`src/rtl/csa_resolve_if.sv`:
```
`default_nettype none
// ============================================================================
// Module  : csa_resolve_if
// Purpose : Operand/result handshake bundle for the carry-save resolver.
// Revision: 1.0  initial release
// ============================================================================
interface csa_resolve_if #(
    parameter int WIDTH = 32
);
    logic             in_valid;
    logic             in_ready;
    logic [WIDTH:0]   in_sum;
    logic [WIDTH:0]   in_carry;
    logic             in_cin;
    logic             out_valid;
    logic             out_ready;
    logic [WIDTH+1:0] out_result;
    logic             busy;

    modport master (
        output in_valid, in_sum, in_carry, in_cin, out_ready,
        input  in_ready, out_valid, out_result, busy
    );

    modport slave (
        input  in_valid, in_sum, in_carry, in_cin, out_ready,
        output in_ready, out_valid, out_result, busy
    );
endinterface
`default_nettype wire

```
`src/rtl/csa_resolve.sv`:
```
`default_nettype none
// ============================================================================
// Module  : csa_resolve
// Purpose : Multi-cycle chunked carry-propagate adder collapsing a carry-save
//           pair (plus carry-in) into one full-precision binary result.
// Revision: 1.0  initial release
// ============================================================================
module csa_resolve #(
    parameter int WIDTH = 32,
    parameter int CHUNK = 8
) (
    input  wire         clk,
    input  wire         rst_n,
    csa_resolve_if.slave bus
);

    localparam int NCH  = (WIDTH + 1 + CHUNK - 1) / CHUNK;
    localparam int c_PW = NCH * CHUNK;
    localparam int c_CW = (NCH > 1) ? $clog2(NCH) : 1;

    typedef enum logic [1:0] {
        ST_IDLE = 2'd0,
        ST_RUN  = 2'd1,
        ST_DONE = 2'd2
    } state_t;

    state_t              r_state;
    logic [c_PW-1:0]     r_sum;
    logic [c_PW-1:0]     r_carry;
    logic [c_PW-1:0]     r_res;
    logic                r_cc;
    logic [c_CW-1:0]     r_cnt;
    logic                r_in_ready;
    logic                r_out_valid;
    logic                r_busy;
    logic [WIDTH+1:0]    r_out_result;

    logic [c_PW-1:0]     w_sum_ext;
    logic [c_PW-1:0]     w_carry_ext;
    logic [c_PW-1:0]     w_res_next;
    logic [CHUNK:0]      w_csum;
    logic [c_PW:0]       w_final;
    logic                w_last;
    logic                w_unused;

    always_comb begin
        w_sum_ext              = '0;
        w_sum_ext[WIDTH:0]     = bus.in_sum;
        w_carry_ext            = '0;
        w_carry_ext[WIDTH:0]   = bus.in_carry;
        w_csum = {1'b0, r_sum[r_cnt*CHUNK +: CHUNK]}
               + {1'b0, r_carry[r_cnt*CHUNK +: CHUNK]}
               + {{CHUNK{1'b0}}, r_cc};
        w_res_next                       = r_res;
        w_res_next[r_cnt*CHUNK +: CHUNK] = w_csum[CHUNK-1:0];
        // Final carry sits above the padded result; bit WIDTH+1 lands in the
        // padding when CHUNK does not divide WIDTH+1, else in the carry.
        w_final = {w_csum[CHUNK], w_res_next};
    end

    assign w_last   = (r_cnt == c_CW'(NCH - 1));
    assign w_unused = &{1'b0, w_final};

    always_ff @(posedge clk or negedge rst_n) begin
        if (!rst_n) begin
            r_state      <= ST_IDLE;
            r_sum        <= '0;
            r_carry      <= '0;
            r_res        <= '0;
            r_cc         <= 1'b0;
            r_cnt        <= '0;
            r_in_ready   <= 1'b1;
            r_out_valid  <= 1'b0;
            r_busy       <= 1'b0;
            r_out_result <= '0;
        end else begin
            case (r_state)
                ST_IDLE: begin
                    if (bus.in_valid) begin
                        r_sum      <= w_sum_ext;
                        r_carry    <= w_carry_ext;
                        r_cc       <= bus.in_cin;
                        r_cnt      <= '0;
                        r_state    <= ST_RUN;
                        r_in_ready <= 1'b0;
                        r_busy     <= 1'b1;
                    end
                end
                ST_RUN: begin
                    r_res <= w_res_next;
                    r_cc  <= w_csum[CHUNK];
                    r_cnt <= w_last ? '0 : r_cnt + 1'b1;
                    if (w_last) begin
                        r_state      <= ST_DONE;
                        r_out_valid  <= 1'b1;
                        r_out_result <= w_final[WIDTH+1:0];
                    end
                end
                ST_DONE: begin
                    if (bus.out_ready) begin
                        r_state     <= ST_IDLE;
                        r_out_valid <= 1'b0;
                        r_busy      <= 1'b0;
                        r_in_ready  <= 1'b1;
                    end
                end
                default: begin
                    r_state     <= ST_IDLE;
                    r_out_valid <= 1'b0;
                    r_busy      <= 1'b0;
                    r_in_ready  <= 1'b1;
                end
            endcase
        end
    end

    assign bus.in_ready   = r_in_ready;
    assign bus.out_valid  = r_out_valid;
    assign bus.out_result = r_out_result;
    assign bus.busy       = r_busy;

    a_result_stable: assert property (@(posedge clk) disable iff (!rst_n)
        (bus.out_valid && !bus.out_ready) |=> $stable(bus.out_result));

    a_ready_valid_excl: assert property (@(posedge clk) disable iff (!rst_n)
        !(bus.in_ready && bus.out_valid));

endmodule
`default_nettype wire

```
`src/flat_wrapper.sv`:
```
// flat-port wrapper written by rule: the top's interface ports become plain ports
module csa_resolve_flat 
#(
    parameter int WIDTH = 32,
    parameter int CHUNK = 8
)
  (clk, rst_n, bus_in_valid, bus_in_sum, bus_in_carry, bus_in_cin, bus_out_ready, bus_in_ready, bus_out_valid, bus_out_result, bus_busy);
  csa_resolve_if #(.WIDTH(WIDTH)) bus_i ();
  input  wire clk;
  input  wire rst_n;
  input wire logic [$bits(bus_i.in_valid)-1:0] bus_in_valid;
  input wire logic [$bits(bus_i.in_sum)-1:0] bus_in_sum;
  input wire logic [$bits(bus_i.in_carry)-1:0] bus_in_carry;
  input wire logic [$bits(bus_i.in_cin)-1:0] bus_in_cin;
  input wire logic [$bits(bus_i.out_ready)-1:0] bus_out_ready;
  output wire logic [$bits(bus_i.in_ready)-1:0] bus_in_ready;
  output wire logic [$bits(bus_i.out_valid)-1:0] bus_out_valid;
  output wire logic [$bits(bus_i.out_result)-1:0] bus_out_result;
  output wire logic [$bits(bus_i.busy)-1:0] bus_busy;
  assign bus_i.in_valid = bus_in_valid;
  assign bus_i.in_sum = bus_in_sum;
  assign bus_i.in_carry = bus_in_carry;
  assign bus_i.in_cin = bus_in_cin;
  assign bus_i.out_ready = bus_out_ready;
  assign bus_in_ready = bus_i.in_ready;
  assign bus_out_valid = bus_i.out_valid;
  assign bus_out_result = bus_i.out_result;
  assign bus_busy = bus_i.busy;
  csa_resolve #(.WIDTH(WIDTH), .CHUNK(CHUNK)) u_core (.clk(clk), .rst_n(rst_n), .bus(bus_i));
endmodule
```
`config.mk`:
```
export PLATFORM = sky130hd
export DESIGN_NAME = csa_resolve_flat
export DESIGN_NICKNAME = d
export VERILOG_FILES = /design/src/rtl/csa_resolve_if.sv /design/src/rtl/csa_resolve.sv /design/src/flat_wrapper.sv
export SDC_FILE = /design/constraint.sdc
export NUM_CORES = 1
export LEC_CHECK = 0
export ABC_AREA = 0
export BUFFER_PORTS_ARGS = -buffer_cell sky130_fd_sc_hd__clkbuf_2
export CORE_ASPECT_RATIO = 0.8
export CORE_MARGIN = 2
export CORE_UTILIZATION = 51
export DETAILED_ROUTE_END_ITERATION = 10
export PLACE_DENSITY = 0.75
export REMOVE_ABC_BUFFERS = 1
export SLEW_MARGIN = 20
export SYNTH_ARGS = -nofsm -noshare
export SYNTH_HDL_FRONTEND = slang
export SYNTH_SLANG_ARGS = --single-unit
```
`constraint.sdc`:
```
create_clock -name clk -period 3 [get_ports clk]
set_input_delay 0.15 -clock clk [delete_from_list [all_inputs] [get_ports clk]]
set_output_delay 0.15 -clock clk [all_outputs]
set_load 0.01 [all_outputs]
```
### Word level (Yosys, flattened, before mapping)

Cells that the tools add are included.

| operators by class | value |
|---|---|
| $add $sub $neg | 4 |
| equality and inequality tests | 6 |
| shift-type cells | 4 |
| muxes and demuxes | 18 |
| bitwise gates (word level) | 2 |
| reduce and logical (&&, ||, !) cells | 8 |

Operators with widths:

| cell | number |
|---|---|
| $shiftx A40 B7 Y8 | 2 |
| $bwmux W40 | 1 |
| $shift A8 B34 Y40 const A | 1 |
| $shiftx A8 B34 Y40 | 1 |
| $neg A6 Y34 | 1 |
| $add A8 B8 Y9 | 1 |
| $add A9 B1 Y9 | 1 |
| $pmux W1 S3 | 3 |
| $reduce_and A3 Y1 | 3 |
| $mux W1 | 6 |
| $mux W2 | 3 |
| $mux W3 | 2 |
| $pmux W2 S3 | 1 |
| $pmux W3 S2 | 1 |
| $reduce_and A2 Y1 | 3 |
| $ne A2 B2 Y1 const B | 2 |
| $add A3 B1 Y3 const B | 1 |
| $eq A3 B3 Y1 const B | 1 |
| $eq A2 B1 Y1 const B | 1 |
| $eq A2 B2 Y1 const B | 1 |
| $logic_not A2 Y1 | 1 |
| $ne A2 B1 Y1 const B | 1 |
| $not A1 Y1 | 2 |
| $pmux W1 S2 | 1 |
| $reduce_bool A2 Y1 | 1 |

| word-level totals | value |
|---|---|
| flip-flop bits (word level) | 149 |
| output and inout bits | 37 |
| word-level logic and storage cells | 52 |

### Depth between registers and ports, before layout

| logic depth | value |
|---|---|
| depth after elaboration | 5 |
| depth in mapped cells | 14 |
| depth with buffers taken out | 12 |

### Least setup slack after synthesis

OpenSTA, ideal clock, no wires.

| timing path | value |
|---|---|
| path kind | reg2reg |
| start point | register u_core.r_cnt[1] |
| end point | register u_core.r_out_result[4] (netlist: u_core.bus.out_result[4]) |
| setup time | 119 ps |
| arrival | 2958 ps |
| data required time | 2881 ps |
| path slack | -77 ps |
| cell stages (with the launch flop) | 14 |
| cells stage by stage | dfrtp_1 > buf_2 > buf_1 > inv_1 > nand2_1 > o31ai_1 > fa_1 > fa_1 > a21o_1 > a211oi_1 > or2_2 > buf_1 > o21ai_0 > o21a_1 |

| on the way | value |
|---|---|
| word-level cells in the longest chain between the ends | 5 |
| elaborated cells on any way between the ends | 10 |

Ends and longest elaborated chain:

| what | RTL line | RTL |
|---|---|---|
| start, declared | csa_resolve.sv:32 | `logic [c_CW-1:0] r_cnt;` |
| start signal, assigned | csa_resolve.sv:92 | `r_cnt <= w_last ? '0 : r_cnt + 1'b1;` |
| $shiftx A40 B7 Y8 (on tied branches) | csa_resolve.sv:51, csa_resolve.sv:52 |  |
| $add A8 B8 Y9 | csa_resolve.sv:52 | `+ {1'b0, r_carry[r_cnt*CHUNK +: CHUNK]}` |
| $add A9 B1 Y9 | csa_resolve.sv:53 | `+ {{CHUNK{1'b0}}, r_cc};` |
| $shiftx A8 B34 Y40 | csa_resolve.sv:55 | `w_res_next[r_cnt*CHUNK +: CHUNK] = w_csum[CHUNK-1:0];` |
| $bwmux W40 | csa_resolve.sv:55 |  |
| end signal, assigned | csa_resolve.sv:96 | `r_out_result <= w_final[WIDTH+1:0];` |
| end, declared | csa_resolve.sv:36 | `logic [WIDTH+1:0] r_out_result;` |

Parallel ways exist; a longest one is shown, timed or not.
A chain may end at the register's enable or synchronous reset.

### Final worst setup path

| timing path | value |
|---|---|
| start point | register u_core.r_cnt[0] |
| end point | register u_core.r_out_result[31] (netlist: u_core.bus.out_result[31]) |

Same word-level chain as after synthesis.

==> results.yml <==
clock_tree:
  cts.sinks: 143
  cts_tree: "built"
  clock_latency_ps: 420
  ctsLongestPathBuffers: 2
  clk_transition_reported_paths_ps: 60
  cts.root.buffer_cell: "clkbuf_16"
  h-tree-depth: 4
  cts_inserted_buffers: 17
global_routing:
  antenna_found_initial: 0
  grt_first_pass_wirelength_mm: 26.6
  track_usage_pct: 24.3
  grt-ovfl-total: 0
  grt_max_degree: 71
  grt_pass1_vias: 5364
sta:
  finalWorstSetupSlack_ps: 88.9
  clock-skew-final_ps: 11.0
  period_needed_ps: 2910
  timing.fmax_mhz: 344
  hold_violations: 0
  max_slew_margin_pct: 56.1
  tns_ps: 0
  drv_slew: 0
  tightest_slew_ps: 658
  finalSetupViolations: 0
  rsz0062_at_grt: "yes"
  hold_slack_ps: 18.5
  period_share_pct: 97.0
layout:
  drive_gt1_share_pct: 35.4
  final_cells: 923
  nets: 821
  syn2layout_area_growth_pct: 31.5
  post-route-util_pct: 68.4
  nFillCells: 939
  diodes: 0
  fin_area_um2: 8740
floorplanning:
  design.core.area_um2: 12800
  die_width_um: 132
  ios: 108
  die_h_um: 106
  die_area_um2: 14000
  rows: 37
  start_util_pct: 52.1
drt:
  avgRoutedWirePerCell_um: 17.2
  routed_via_density: 5.43
  drtIter0Drc: 232
  wl_mm: 15.9
  antenna_left: 0
  drt_drc_violations_left: 0
  num_vias: 5012
  dr.pass1.iters: 5
yosys:
  synth_area_um2: 6650
  yosysUniqueCellTypes: 52
  syn_area_per_cell_um2: 12.0
  synth_top_cell_area_share_pct: 53.4
  yosys.area.top_type: "dfrtp_1"
  syn_inst: 553
  seq_area_frac_synth_pct: 53.8
  ys_ff_latch: 143
  yosysWarnings: 0
  ys_top_cells_by_area: "dfrtp_1 (53%), mux2_2 (12%), mux4_2 (4.7%), o21ai_0 (4.2%), nand2_1 (3.5%)"
setup_path:
  critPathMaxFanout: 9
  start_kind: "flop"
  crit_chain: "buf_12 > mux4_2 > and2_1 > ha_1 > a211oi_2 > o31ai_4 > and4b_1 > nor3_4 > o21ai_0"
  cp_num_buf_inv: 1
  slowest_stage: "mux4_2"
  crit_path_max_incr_delay_ps: 490
  end_kind: "flop"
  critPathTopFamily: "simple AND/OR/NAND/NOR gates"
  path_class: "flop to flop"
  cp.required_ps: 3280
  cp.arrival_ps: 3190
placed_design:
  dp_slack_ps: -37.3
  gp_congestion: 0.792
  portBuffers: 107
  place_area_um2: 7450
  hpwl_mm: 10.2
  dp_cells: 823
power:
  powerDensity_nw_per_um2: 1330
  ir_drop_mv: 0.718
  leakagePower_nw: 4.00
  power_mw: 11.6
job:
  cap_viol_max_count: 0
hold_path:
  hold_path.class: "primary input to flop"
outcome:
  outcome: "complete, no violations"
-- cell families after synthesis --
group                      share of synthesized area, %
DFF                                                53.8
muxes                                              19.3
xor gates and xnor gates                          0.659
and+or+nand+nor                                    9.86
AOI/OAI and AO/OA                                  10.6
buffers and inverters                              3.10
adders and majority gates                          2.67
-- routing by layer --
layer | vias to the layer above | GRT usage, % | part of all wire [%]
met5 | - | 0 | 0
met4 | 0 | 9.24 | 2.2
met3 | 35 | 5.82 | 5.0
met2 | 145 | 41.2 | 49
met1 | 2495 | 30.7 | 43
li1 | 2337 | - | -
-- sequential cells by signal, summed over array words and instances (netlist names) --
name / cells
u_core.r_sum: 33
u_core.bus.out_result: 34
u_core.bus.busy: 1
u_core.bus.in_ready: 1
u_core.r_cc: 1
u_core.bus.out_valid: 1
u_core.r_cnt: 3
u_core.r_carry: 33
u_core.r_state: 2
u_core.r_res: 34
-- placed cells by master (no fill, tap or decap), types with 2 or more instances in the layout --
cell type,n
and3_1,7
clkbuf_2,106
clkinv_2,4
buf_12,3
a21oi_2,3
bufinv_16,2
mux2_4,2
o31ai_1,11
and2_1,15
nand3_1,3
mux2_2,71
dfrtp_1,141
nor2_1,13
clkbuf_16,17
ha_1,11
o211ai_1,2
a211oi_2,2
nor3b_1,6
inv_1,6
nand2b_1,5
xnor2_1,2
clkbuf_8,2
o21a_1,5
dlygate4sd3_1,66
nor2b_1,6
fa_2,2
mux4_2,14
o21ai_0,56
buf_4,24
a21o_1,2
mux2i_1,14
nand2_1,62
o21ai_1,6
clkbuf_1,4
a21oi_1,26
nor3_1,2
-- final cells by class --
type                    instances  area, um2  share of cell area (%)
clock buffers                  23        468                    5.35
clock inverters                 7       87.6                    1.00
inverters                       6       22.5                   0.258
multi-input cells             369       2920                    33.4
flip-flops and latches        143       3580                    40.9
well taps                     175        219                    2.50
repair buffers                200       1440                    16.5
-- path summary, 6_finish.rpt --
kind                                               from                               endpoint  slack, ps  cells past startpoint
max                         u_core.r_cnt[0]$_DFFE_PN0P_  u_core.bus.out_result[31]$_DFFE_PN0P_         90                      9
min                                     bus_in_carry[9]          u_core.r_carry[9]$_DFFE_PN0P_         20                      2
max reg2reg                 u_core.r_cnt[0]$_DFFE_PN0P_  u_core.bus.out_result[31]$_DFFE_PN0P_         90                      9
min reg2reg                u_core.r_res[27]$_DFFE_PN0P_           u_core.r_res[27]$_DFFE_PN0P_        470                      2
max in group asynchronous                         rst_n        u_core.bus.in_ready$_DFFE_PN1P_       1750                      3
min in group asynchronous                         rst_n   u_core.bus.out_result[7]$_DFFE_PN0P_        320                      2
-- cells in the mapped netlist (all sizes together) --
cell and n:
dfrtp 142, mux2 73, nand2 62, o21ai 62, a21oi 29, buf 24, and2 15, mux2i 14
mux4 14, nor2 13, o31ai 12, clkbuf 11, ha 11, and3 7, nor2b 7, inv 6
nor3b 6, nand2b 5, o21a 5, nand3 3, nor3 3, xnor2 3, a211oi 2, a21o 2
fa 2, nand3b 2, nor4 2, o211ai 2, or2 2, xor2 2, a22o 1, a31oi 1
and4b 1, dfstp 1, o2111ai 1, o21ba 1, o22a 1, o22ai 1, o2bb2ai 1, or3 1
-- where the power goes --
part           internal (mW)  switching [mW]
combinational           2.91            3.30
clock                   1.25           0.774
sequential              2.84           0.549
-- what timing repair did --
| item | CTS | global route |
|---|---|---|
| pin swaps | 0 | 4 |
| buffers inserted | 0 | 4 |
| resized for setup | 2 | 9 |
| hold buffers | 66 | 0 |
| endpoints found under the setup margin | 9 | 26 |
| endpoints found under the hold margin | 132 | 0 |
No activity file was read; power rests on OpenSTA's default activity.
